### config.mk
export PLATFORM = sky130hd
export DESIGN_NAME = ad_decimate_dump_flat
export DESIGN_NICKNAME = d
export VERILOG_FILES = /design/src/rtl/ad_decimate_dump_pkg.sv /design/src/rtl/ad_decimate_dump_if.sv /design/src/rtl/ad_decimate_dump_lane.sv /design/src/rtl/ad_decimate_dump.sv /design/src/flat_wrapper.sv
export SDC_FILE = /design/constraint.sdc
export NUM_CORES = 1
export LEC_CHECK = 0
export ABC_AREA = 0
export BUFFER_PORTS_ARGS = -buffer_cell sky130_fd_sc_hd__buf_4
export CAP_MARGIN = 10
export CORE_ASPECT_RATIO = 1.25
export CORE_MARGIN = 3
export CORE_UTILIZATION = 58
export DETAILED_ROUTE_END_ITERATION = 8
export PLACE_DENSITY = 0.84
export SLEW_MARGIN = 20
export SYNTH_ARGS = -nofsm -noshare
export SYNTH_HDL_FRONTEND = slang
export SYNTH_SLANG_ARGS = --single-unit
### constraint.sdc
create_clock -name clk_40M -period 2.8 [get_ports clk_40M]
set_input_delay 0.14 -clock clk_40M [delete_from_list [all_inputs] [get_ports clk_40M]]
set_output_delay 0.14 -clock clk_40M [all_outputs]
set_load 0.01 [all_outputs]
### src/rtl/ad_decimate_dump_pkg.sv
// Shared constants for the receive-side ADC decimator of the QPSK chain.
//   ADC_DW   : ADC sample width (two's complement)
//   DECIM    : decimation factor (power of two)
//   DECIM_W  : log2(DECIM), phase counter / accumulator growth width
//   mode_e   : per-group decimation mode (pick one sample or integrate-and-dump)
package ad_decimate_dump_pkg;

    localparam int ADC_DW  = 12;
    localparam int DECIM   = 4;
    localparam int DECIM_W = 2;

    typedef enum logic {
        MODE_PICK = 1'b0,
        MODE_SUM  = 1'b1
    } mode_e;

endpackage

### src/rtl/ad_decimate_dump_if.sv
// Sample/control bundle between the ADC capture registers, the decimator and
// the QPSK demapper.
//   in_ad_data0/1   : I/Q ADC samples, new sample every clock
//   sync_in         : current sample starts a new group
//   mode            : 0 = pick, 1 = integrate-and-dump
//   phase_sel       : pick phase
//   out_ad_data0/1  : decimated I/Q samples
//   out_valid       : 1-cycle strobe, out_ad_data* updated this cycle
//   grp_phase       : current position inside the group
// master = sample source / consumer side, slave = decimator.
interface ad_decimate_dump_if
    import ad_decimate_dump_pkg::*;
#(
    parameter int DW = ADC_DW,
    parameter int CW = DECIM_W
);
    logic signed [DW-1:0] in_ad_data0;
    logic signed [DW-1:0] in_ad_data1;
    logic                 sync_in;
    logic                 mode;
    logic [CW-1:0]        phase_sel;
    logic signed [DW-1:0] out_ad_data0;
    logic signed [DW-1:0] out_ad_data1;
    logic                 out_valid;
    logic [CW-1:0]        grp_phase;

    modport master (
        output in_ad_data0, in_ad_data1, sync_in, mode, phase_sel,
        input  out_ad_data0, out_ad_data1, out_valid, grp_phase
    );

    modport slave (
        input  in_ad_data0, in_ad_data1, sync_in, mode, phase_sel,
        output out_ad_data0, out_ad_data1, out_valid, grp_phase
    );

endinterface

### src/rtl/ad_decimate_dump_lane.sv
// One I or Q lane of the decimator: pick register, integrate-and-dump
// accumulator and the held output register.
//   clk_40M, rst : sample clock, async active-high reset
//   sample       : ADC sample of this cycle
//   first        : sample is position 0 of its group
//   last         : sample completes the group, output updates on this edge
//   pick_en      : sample is at the selected pick phase
//   mode_cur     : mode in force for the current group
//   dout         : decimated output, held between strobes
module ad_decimate_dump_lane
    import ad_decimate_dump_pkg::*;
#(
    parameter int DW = ADC_DW,
    parameter int CW = DECIM_W
) (
    input  logic                 clk_40M,
    input  logic                 rst,
    input  logic signed [DW-1:0] sample,
    input  logic                 first,
    input  logic                 last,
    input  logic                 pick_en,
    input  mode_e                mode_cur,
    output logic signed [DW-1:0] dout
);

    logic signed [DW+CW-1:0] acc_q, acc_d;
    logic signed [DW+CW-1:0] sample_ext;
    logic signed [DW+CW-1:0] acc_sum;
    logic signed [DW+CW-1:0] acc_shift;
    logic signed [DW-1:0]    pick_q, pick_d;
    logic signed [DW-1:0]    dout_q, dout_d;
    logic signed [DW-1:0]    pick_val;

    always_comb begin
        sample_ext = {{CW{sample[DW-1]}}, sample};
        acc_sum    = acc_q + sample_ext;
        acc_d      = first ? sample_ext : acc_sum;
        // Mean of the group; the arithmetic shift floors, and DECIM samples
        // of DW bits always fit in DW+CW bits, so the top bits are sign only.
        acc_shift  = acc_sum >>> CW;
        // A pick at the last phase must bypass the register to meet the
        // group-end output update.
        pick_val   = pick_en ? sample : pick_q;
        pick_d     = pick_val;
        dout_d     = dout_q;
        if (last) begin
            dout_d = (mode_cur == MODE_SUM) ? acc_shift[DW-1:0] : pick_val;
        end
    end

    always_ff @(posedge clk_40M or posedge rst) begin
        if (rst) begin
            acc_q  <= '0;
            pick_q <= '0;
            dout_q <= '0;
        end else begin
            acc_q  <= acc_d;
            pick_q <= pick_d;
            dout_q <= dout_d;
        end
    end

    assign dout = dout_q;

endmodule

### src/rtl/ad_decimate_dump.sv
// Receive-side I/Q decimator: reduces two ADC lanes by 2**CW to symbol rate,
// either picking one sample per group or integrating-and-dumping.
//   clk_40M : 40 MHz sample clock
//   rst     : async active-high reset; the first sample after release is
//             sample 0 of a new group
//   bus     : sample/control bundle (slave side)
module ad_decimate_dump
    import ad_decimate_dump_pkg::*;
#(
    parameter int DW = ADC_DW,
    parameter int CW = DECIM_W
) (
    input  logic                clk_40M,
    input  logic                rst,
    ad_decimate_dump_if.slave   bus
);

    localparam int NDEC = 1 << CW;

    logic [CW-1:0] cnt_q, cnt_d, cnt_cur;
    logic [CW-1:0] phase_q, phase_d, phase_cur;
    mode_e         mode_q, mode_d, mode_cur;
    logic          valid_q, valid_d;
    logic          first, last, pick_en;

    // sync_in forces the current sample to position 0; mode/phase are taken
    // straight from the inputs at position 0 so the first sample of a group
    // already sees the new settings, then held for the rest of the group.
    always_comb begin
        cnt_cur   = bus.sync_in ? '0 : cnt_q;
        first     = (cnt_cur == '0);
        last      = (cnt_cur == CW'(NDEC - 1));
        mode_cur  = first ? mode_e'(bus.mode) : mode_q;
        phase_cur = first ? bus.phase_sel : phase_q;
        pick_en   = (cnt_cur == phase_cur);
        cnt_d     = cnt_cur + CW'(1);
        mode_d    = mode_cur;
        phase_d   = phase_cur;
        valid_d   = last;
    end

    always_ff @(posedge clk_40M or posedge rst) begin
        if (rst) begin
            cnt_q   <= '0;
            phase_q <= '0;
            mode_q  <= MODE_PICK;
            valid_q <= 1'b0;
        end else begin
            cnt_q   <= cnt_d;
            phase_q <= phase_d;
            mode_q  <= mode_d;
            valid_q <= valid_d;
        end
    end

    assign bus.grp_phase = cnt_cur;
    assign bus.out_valid = valid_q;

    ad_decimate_dump_lane #(.DW(DW), .CW(CW)) u_lane0 (
        .clk_40M  (clk_40M),
        .rst      (rst),
        .sample   (bus.in_ad_data0),
        .first    (first),
        .last     (last),
        .pick_en  (pick_en),
        .mode_cur (mode_cur),
        .dout     (bus.out_ad_data0)
    );

    ad_decimate_dump_lane #(.DW(DW), .CW(CW)) u_lane1 (
        .clk_40M  (clk_40M),
        .rst      (rst),
        .sample   (bus.in_ad_data1),
        .first    (first),
        .last     (last),
        .pick_en  (pick_en),
        .mode_cur (mode_cur),
        .dout     (bus.out_ad_data1)
    );

endmodule

### src/flat_wrapper.sv
// flat-port wrapper written by rule: the top's interface ports become plain ports
module ad_decimate_dump_flat import ad_decimate_dump_pkg::*;
#(
    parameter int DW = ADC_DW,
    parameter int CW = DECIM_W
)
  (clk_40M, rst, bus_in_ad_data0, bus_in_ad_data1, bus_sync_in, bus_mode, bus_phase_sel, bus_out_ad_data0, bus_out_ad_data1, bus_out_valid, bus_grp_phase);
  ad_decimate_dump_if #(.DW(DW), .CW(CW)) bus_i ();
  input  logic clk_40M;
  input  logic rst;
  input wire logic [$bits(bus_i.in_ad_data0)-1:0] bus_in_ad_data0;
  input wire logic [$bits(bus_i.in_ad_data1)-1:0] bus_in_ad_data1;
  input wire logic [$bits(bus_i.sync_in)-1:0] bus_sync_in;
  input wire logic [$bits(bus_i.mode)-1:0] bus_mode;
  input wire logic [$bits(bus_i.phase_sel)-1:0] bus_phase_sel;
  output wire logic [$bits(bus_i.out_ad_data0)-1:0] bus_out_ad_data0;
  output wire logic [$bits(bus_i.out_ad_data1)-1:0] bus_out_ad_data1;
  output wire logic [$bits(bus_i.out_valid)-1:0] bus_out_valid;
  output wire logic [$bits(bus_i.grp_phase)-1:0] bus_grp_phase;
  assign bus_i.in_ad_data0 = bus_in_ad_data0;
  assign bus_i.in_ad_data1 = bus_in_ad_data1;
  assign bus_i.sync_in = bus_sync_in;
  assign bus_i.mode = bus_mode;
  assign bus_i.phase_sel = bus_phase_sel;
  assign bus_out_ad_data0 = bus_i.out_ad_data0;
  assign bus_out_ad_data1 = bus_i.out_ad_data1;
  assign bus_out_valid = bus_i.out_valid;
  assign bus_grp_phase = bus_i.grp_phase;
  ad_decimate_dump #(.DW(DW), .CW(CW)) u_core (.clk_40M(clk_40M), .rst(rst), .bus(bus_i));
endmodule
==> run_results.csv, run 1 <==
group,metric,value,unit
status,outcome,"finished clean",
timing,fin_crit_sh,96.6,%
worst_setup_path,r2r_slack,0.1,ns
drt,route.vias.total,3435,
power,power.leakage,0.00244,uW
power,power,5630,uW
logic_synthesis,postSynth.asyncResetShare,100,%
global_routing,grt_pass1_vias,3488,
logic_synthesis,yosys_warnings,0,
placement,portBuffers,56,
worst_setup_path,worstReg2RegStart,"u_core.cnt_q[1]",
hold_path,hold_path_class,"input pin to flip-flop",
timing,slew-limit-headroom,50.1,%
placement,dpl.hpwl,7.02,mm
floorplan,dieHeight,105,um
placement,dp_slack,0.0578,ns
worst_setup_path,crit_start,"u_core.cnt_q[1]",
worst_setup_path,cp_top_family,"multiplexers",
logic_synthesis,syn_area,4520,um^2
worst_setup_path,cp-start-kind,"flip-flop",
timing,layout_setup_ws,0.0957,ns
final_layout,layout_commonest_cell,"dfrtp_1",
floorplan,coreArea,7490,um^2
clocking,clk_latency,0.35,ns
worst_setup_path,critPathKind,"flip-flop to flip-flop",
clocking,clk_pin_slew,0.09,ns
timing,tightest_slew,0.748,ns
drt,drc,0,
worst_setup_path,required,3.04,ns
run,maxCapViolCount,0,
drt,drtPass1Iterations,4,
logic_synthesis,synth_seq_cells,82,
timing,skew,0.0109,ns
logic_synthesis,ys_types,47,
final_layout,area_delta_synth_final,16.1,%
logic_synthesis,synthCells,421,
power,p_seq_share,34.6,%
final_layout,nets,539,
floorplan,die_x,84.9,um
clocking,cts_buffers,9,
power,swShare,38.9,%
worst_setup_path,crit_arrival,2.94,ns
power,power_frac_comb,51.9,%
power,netSwitchingPower,2190,uW
timing,min_period,2.70,ns
timing,finalSetupViolCount,0,
logic_synthesis,avgSynthCellArea,10.7,um^2
hold_path,whs_path_depth,3,
worst_setup_path,cp_slowest_cell,"dfrtp_1",
power,power_frac_clock,13.5,%
floorplan,io_pins,57,
final_layout,drive_above_1_share,25.2,%
timing,drv_slew,0,
global_routing,antenna_found_initial,0,
final_layout,final_cell_mix,"dfrtp_1 (82), buf_4 (62), nand2_1 (39)",
final_layout,antenna_cells,0,
placement,placed_area,5020,um^2
power,power_density,1070,nW/um^2
clocking,cts_tree,"done",
clocking,root_buffer,"clkbuf_8",
worst_setup_path,crit_buf_inv,3,
placement,gp_congestion,0.865,
worst_setup_path,rr_worst_depth,12,
clocking,cts.sinks,82,
global_routing,grt_pass1_wl,16.6,mm
worst_setup_path,max_stage_delay,0.37,ns
logic_synthesis,synth_ff_type,"dfrtp_1",
logic_synthesis,syn-num-nets,481,
global_routing,grt_overflow,0,
worst_setup_path,path_cells,"nor2b_2 > inv_1 > ha_2 > mux2_4 > and2_4 > nor3_4 > buf_4 > clkbuf_16 > mux2_4 > nand2_1 > o211ai_1 > o21a_1",
logic_synthesis,yosysSeqAreaShare,45.4,%
floorplan,initial_core_util,60.3,%
worst_setup_path,cp.depth,12,
clocking,clk_path_buf_depth,2,
drt,dr.first_iter.drc_count,237,
timing,fmax,370,MHz
clocking,htree_levels,3,
drt,wl_per_cell,17.6,um
worst_setup_path,cp_max_fo,12,
final_layout,finalInstanceArea,5250,um^2
floorplan,die-area,8890,um^2
drt,via_per_inst,5.96,
drt,drt-total-wl,10.2,mm
worst_setup_path,path_common_cell,"mux2_4",
floorplan,rows,35,
drt,antenna_left,0,
logic_synthesis,synth_edf_count,0,
worst_setup_path,r2r-end,"u_core.u_lane1.dout[5]",
final_layout,fillers,527,
final_layout,final_util,70.1,%
global_routing,grt_max_degree,47,
power,p_int,3440,uW
global_routing,grt_usage,23.1,%
worst_setup_path,crit_path_end,"u_core.u_lane1.dout[5]",
power,ir_worst_vdd,0.000614,V
worst_setup_path,end_kind,"flip-flop",
timing,finalHoldViolations,0,
==> Yosys cell counts, drive strengths merged (4+ instances only) <==
| master | count | area, um^2 |
|---|---|---|
| mux2 | 38 | 465 |
| ha | 28 | 350 |
| and2 | 4 | 27.5 |
| a21oi | 21 | 105 |
| nor3 | 4 | 31.3 |
| inv | 17 | 63.8 |
| o211ai | 6 | 45.0 |
| o21ai | 32 | 160 |
| o21a | 5 | 37.5 |
| xor2 | 11 | 96.3 |
| a31oi | 9 | 56.3 |
| nor2b | 8 | 50.1 |
| o21bai | 5 | 37.5 |
| o221ai | 4 | 35.0 |
| dfrtp | 82 | 2050 |
| xnor2 | 17 | 156 |
| nand2b | 6 | 37.5 |
| buf | 5 | 43.8 |
| a21o | 7 | 52.6 |
| clkbuf | 13 | 48.8 |
| nand3 | 6 | 30.0 |
| mux2i | 9 | 90.1 |
| nor2 | 20 | 75.1 |
| nand2 | 39 | 146 |
==> sequential cells by signal (all words and copies together) (netlist names) <==
register,flops
u_core.bus.out_valid,1
u_core.cnt_q,2
u_core.mode_q,1
u_core.phase_q,2
u_core.u_lane0.acc_q,14
u_core.u_lane0.dout,12
u_core.u_lane0.pick_q,12
u_core.u_lane1.acc_q,14
u_core.u_lane1.dout,12
u_core.u_lane1.pick_q,12
==> metrics by stage <==
step / hold WS (ns) / instances / TNS [ns]
finish: 0.0284 / 576 / 0
global route: 0.0221 / 576 / -0.0274
CTS: 0.0215 / 574 / 0
detailed placement: 0.291 / 557 / 0
global placement: 0.284 / 557 / 0
floorplan: 0.231 / 421 / 0
==> cell families (layout without fill, tap and decap cells) <==
kind of cell	count (synthesis)	in the layout	share of synthesized area [%]
flops	82	82	45.4
buf+inv	35	98	3.46
simple gates	96	96	10.2
mux	47	47	12.3
compound gates	103	103	14.3
xor+xnor	28	28	5.59
fa+ha+maj	30	30	8.64
==> power by group through the flow <==
stage / clock [uW] / sequential, uW / combinational [uW]
final: 759 / 1950 / 2920
after detailed placement: 0 / 1960 / 2850
after floorplan: 0 / 1980 / 2000
after global placement: 0 / 1940 / 2730
after CTS: 764 / 1940 / 2880
after global routing: 820 / 2000 / 3230
==> worst min-delay path by stage <==
stage                   startpoint                        to
2_1_floorplan  bus_in_ad_data0[11]  u_core.u_lane0.acc_q[13]
3_3_place_gp                   rst           u_core.cnt_q[0]
3_5_place_dp                   rst           u_core.cnt_q[0]
4_1_cts         bus_in_ad_data1[5]   u_core.u_lane1.acc_q[5]
5_1_grt         bus_in_ad_data1[5]   u_core.u_lane1.acc_q[5]
6_report        bus_in_ad_data1[3]   u_core.u_lane1.acc_q[3]
==> what timing repair did <==
action                                  CTS  global route
hold buffers                              1             0
setup buffers                             0             1
gates resized for setup                   0             3
endpoints found under the hold margin    42             0
endpoints found under the setup margin    0             5
==> metal layers <==
metal | GRT usage, % | part of all wire, %
met5 | 0 | 0
met1 | 28.7 | 40
met3 | 3.39 | 4.1
met4 | 8.14 | 2.3
met2 | 40.7 | 53
==> worst reg2reg max path, delay by kind of cell (launching register included) <==
family / cells / cell delay [ns]
mux: 2 / 0.64
simple gates: 4 / 0.64
flops: 1 / 0.37
fa+ha+maj: 1 / 0.24
buf+inv: 3 / 0.47
compound gates: 2 / 0.24
==> cell type report <==
type | instances | area (um^2) | share of cell area [%]
multi-input combinational | 304 | 2320 | 44.3
sequential | 82 | 2050 | 39.1
timing repair buffer | 65 | 520 | 9.92
clock buffer | 11 | 141 | 2.69
tap | 92 | 115 | 2.19
inverter | 17 | 65.1 | 1.24
clock inverter | 5 | 30.0 | 0.572
No activity file was read; power rests on OpenSTA's default activity.
==> run 2: changes to the inputs <==
--- a/config.mk
+++ b/config.mk
@@ -10,9 +10,9 @@
 export CAP_MARGIN = 10
 export CORE_ASPECT_RATIO = 1.25
 export CORE_MARGIN = 3
-export CORE_UTILIZATION = 58
+export CORE_UTILIZATION = 63
 export DETAILED_ROUTE_END_ITERATION = 8
-export PLACE_DENSITY = 0.84
+export PLACE_DENSITY = 0.9
 export SLEW_MARGIN = 20
 export SYNTH_ARGS = -nofsm -noshare
 export SYNTH_HDL_FRONTEND = slang
==> constraint.sdc (replaced) <==
create_clock -name clk_40M -period 3.2 [get_ports clk_40M]
set_input_delay 0.16 -clock clk_40M [delete_from_list [all_inputs] [get_ports clk_40M]]
set_output_delay 0.16 -clock clk_40M [all_outputs]
set_load 0.01 [all_outputs]
==> run_results.csv, run 2 (synthesis gave the netlist of run 1 again) <==
group,metric,value,unit
status,outcome,"finished clean",
final_layout,layout_commonest_cell,"dfrtp_1",
run,maxCapViolCount,0,
timing,fmax,354,MHz
worst_setup_path,required,3.46,ns
final_layout,drive_above_1_share,24.4,%
placement,portBuffers,56,
power,p_int,3140,uW
worst_setup_path,crit_arrival,3.08,ns
worst_setup_path,cp-start-kind,"flip-flop",
placement,gp_congestion,0.905,
drt,drc,0,
timing,layout_setup_ws,0.378,ns
clocking,cts_buffers,9,
global_routing,grt_usage,28.9,%
timing,holdWs,0.0204,ns
timing,skew,0.0111,ns
clocking,root_buffer,"clkbuf_8",
placement,dpl.hpwl,7.54,mm
timing,tightest_slew,0.778,ns
placement,placed_area,5020,um^2
drt,drtPass1Iterations,4,
floorplan,io_pins,57,
clocking,ctsHoldBuffers,0,
worst_setup_path,crit_buf_inv,2,
clocking,clk_latency,0.37,ns
worst_setup_path,cp_top_family,"multiplexers",
drt,route.vias.total,3502,
worst_setup_path,path_common_cell,"mux2_2",
timing,rsz0062_at_grt,"no",
drt,antenna_left,0,
global_routing,grt_max_degree,65,
drt,drt-total-wl,10.9,mm
clocking,htree_levels,3,
clocking,cts_setup_buffers,0,
timing,slew-limit-headroom,48.1,%
final_layout,reg.largest.list,"u_core.u_lane0.acc_q x14, u_core.u_lane1.acc_q x14",
global_routing,grt_pass1_wl,17.9,mm
timing,min_period,2.82,ns
power,power,5180,uW
floorplan,dieHeight,101,um
power,p_seq_share,33.3,%
timing,finalSetupViolCount,0,
drt,via_per_inst,6.14,
worst_setup_path,path_cells,"nor2b_1 > inv_1 > ha_1 > mux2_4 > xnor2_2 > nor3_4 > buf_12 > mux2_2 > nand2_1 > o21ai_0 > mux2_2",
clocking,clk_path_buf_depth,2,
global_routing,grt_pass1_vias,3642,
final_layout,final_cell_mix,"dfrtp_1 (82), buf_4 (62), nand2_1 (39)",
placement,dp_slack,0.416,ns
floorplan,initial_core_util,66.7,%
global_routing,grt_overflow,0,
hold_path,hold_path_class,"input pin to flip-flop",
power,power_density,987,nW/um^2
power,ir_worst_vdd,0.000600,V
worst_setup_path,max_stage_delay,0.36,ns
timing,finalHoldViolations,0,
final_layout,finalInstanceArea,5250,um^2
worst_setup_path,cp_max_fo,24,
drt,dr.first_iter.drc_count,213,
drt,wl_per_cell,19.2,um
global_routing,antenna_found_initial,0,
worst_setup_path,end_kind,"flip-flop",
timing,fin_crit_sh,88.2,%
floorplan,rows,33,
power,swShare,39.4,%
worst_setup_path,cp_slowest_cell,"mux2_2",
power,power_frac_comb,50.6,%
timing,drv_slew,0,
power,power.leakage,0.00246,uW
clocking,cts_tree,"done",
clocking,post_cts_resized,0,
final_layout,area_delta_synth_final,16.2,%
final_layout,nets,538,
floorplan,die-area,8230,um^2
floorplan,die_x,81.7,um
power,power_frac_clock,16.1,%
clocking,clk_pin_slew,0.08,ns
worst_setup_path,critPathKind,"flip-flop to flip-flop",
clocking,cts.sinks,82,
final_layout,antenna_cells,0,
power,netSwitchingPower,2040,uW
floorplan,coreArea,6770,um^2
timing,setup_tns,0,ns
run 2: power groups by stage:
stage	combinational [uW]	clock (uW)	sequential (uW)
after floorplan	1750	0	1730
after global placement	2390	0	1700
after detailed placement	2540	0	1730
after CTS	2590	840	1720
after global routing	2860	882	1760
final	2620	835	1720
run 2: worst paths after layout:
path | slack (ns) | end | cells past startpoint | startpoint
worst min register to register | 0.51 | u_core.u_lane1.pick_q[5] | 1 | u_core.u_lane1.pick_q[5]
worst max-delay path | 0.38 | u_core.u_lane0.dout[1] | 11 | u_core.cnt_q[1]
max in group asynchronous | 1.96 | u_core.u_lane1.dout[8] | 4 | rst
worst min-delay path | 0.02 | u_core.u_lane1.acc_q[8] | 3 | bus_in_ad_data1[8]
min in group asynchronous | 0.49 | u_core.u_lane1.acc_q[0] | 3 | rst
worst max register to register | 0.38 | u_core.u_lane0.dout[1] | 11 | u_core.cnt_q[1]
run 2: layout make-up:
class / instances / area [um^2]
inverters: 17 / 66.3
flip-flops and latches: 82 / 2050
clock inverters: 6 / 87.6
repair buffers: 64 / 495
multi-input cells: 304 / 2310
clock buffers: 10 / 128
fillers: 436 / 1520
well taps: 87 / 109
run 2: metal layers:
| layer | track usage, % | up-vias | wire length [um] |
|---|---|---|---|
| met3 | 4.38 | 28 | 472 |
| met4 | 12.5 | 0 | 308 |
| met2 | 50.0 | 116 | 5790 |
| met1 | 35.5 | 1748 | 4340 |
| met5 | 0 | - | 0 |
| li1 | - | 1610 | - |
run 2: stage by stage:
stage	cells	utilization [%]
floorplan	421	-
global placement	553	74.2
detailed placement	553	74.2
CTS	569	77.4
global route	570	77.5
finish	570	77.5
run 2: worst register-to-register path: stages (launching register included):
cell and delay [ns]:
dfrtp_1 0.32, nor2b_1 0.21, inv_1 0.13, ha_1 0.27, mux2_4 0.34, xnor2_2 0.15, nor3_4 0.23, buf_12 0.23
mux2_2 0.37, nand2_1 0.07, o21ai_0 0.12, mux2_2 0.29
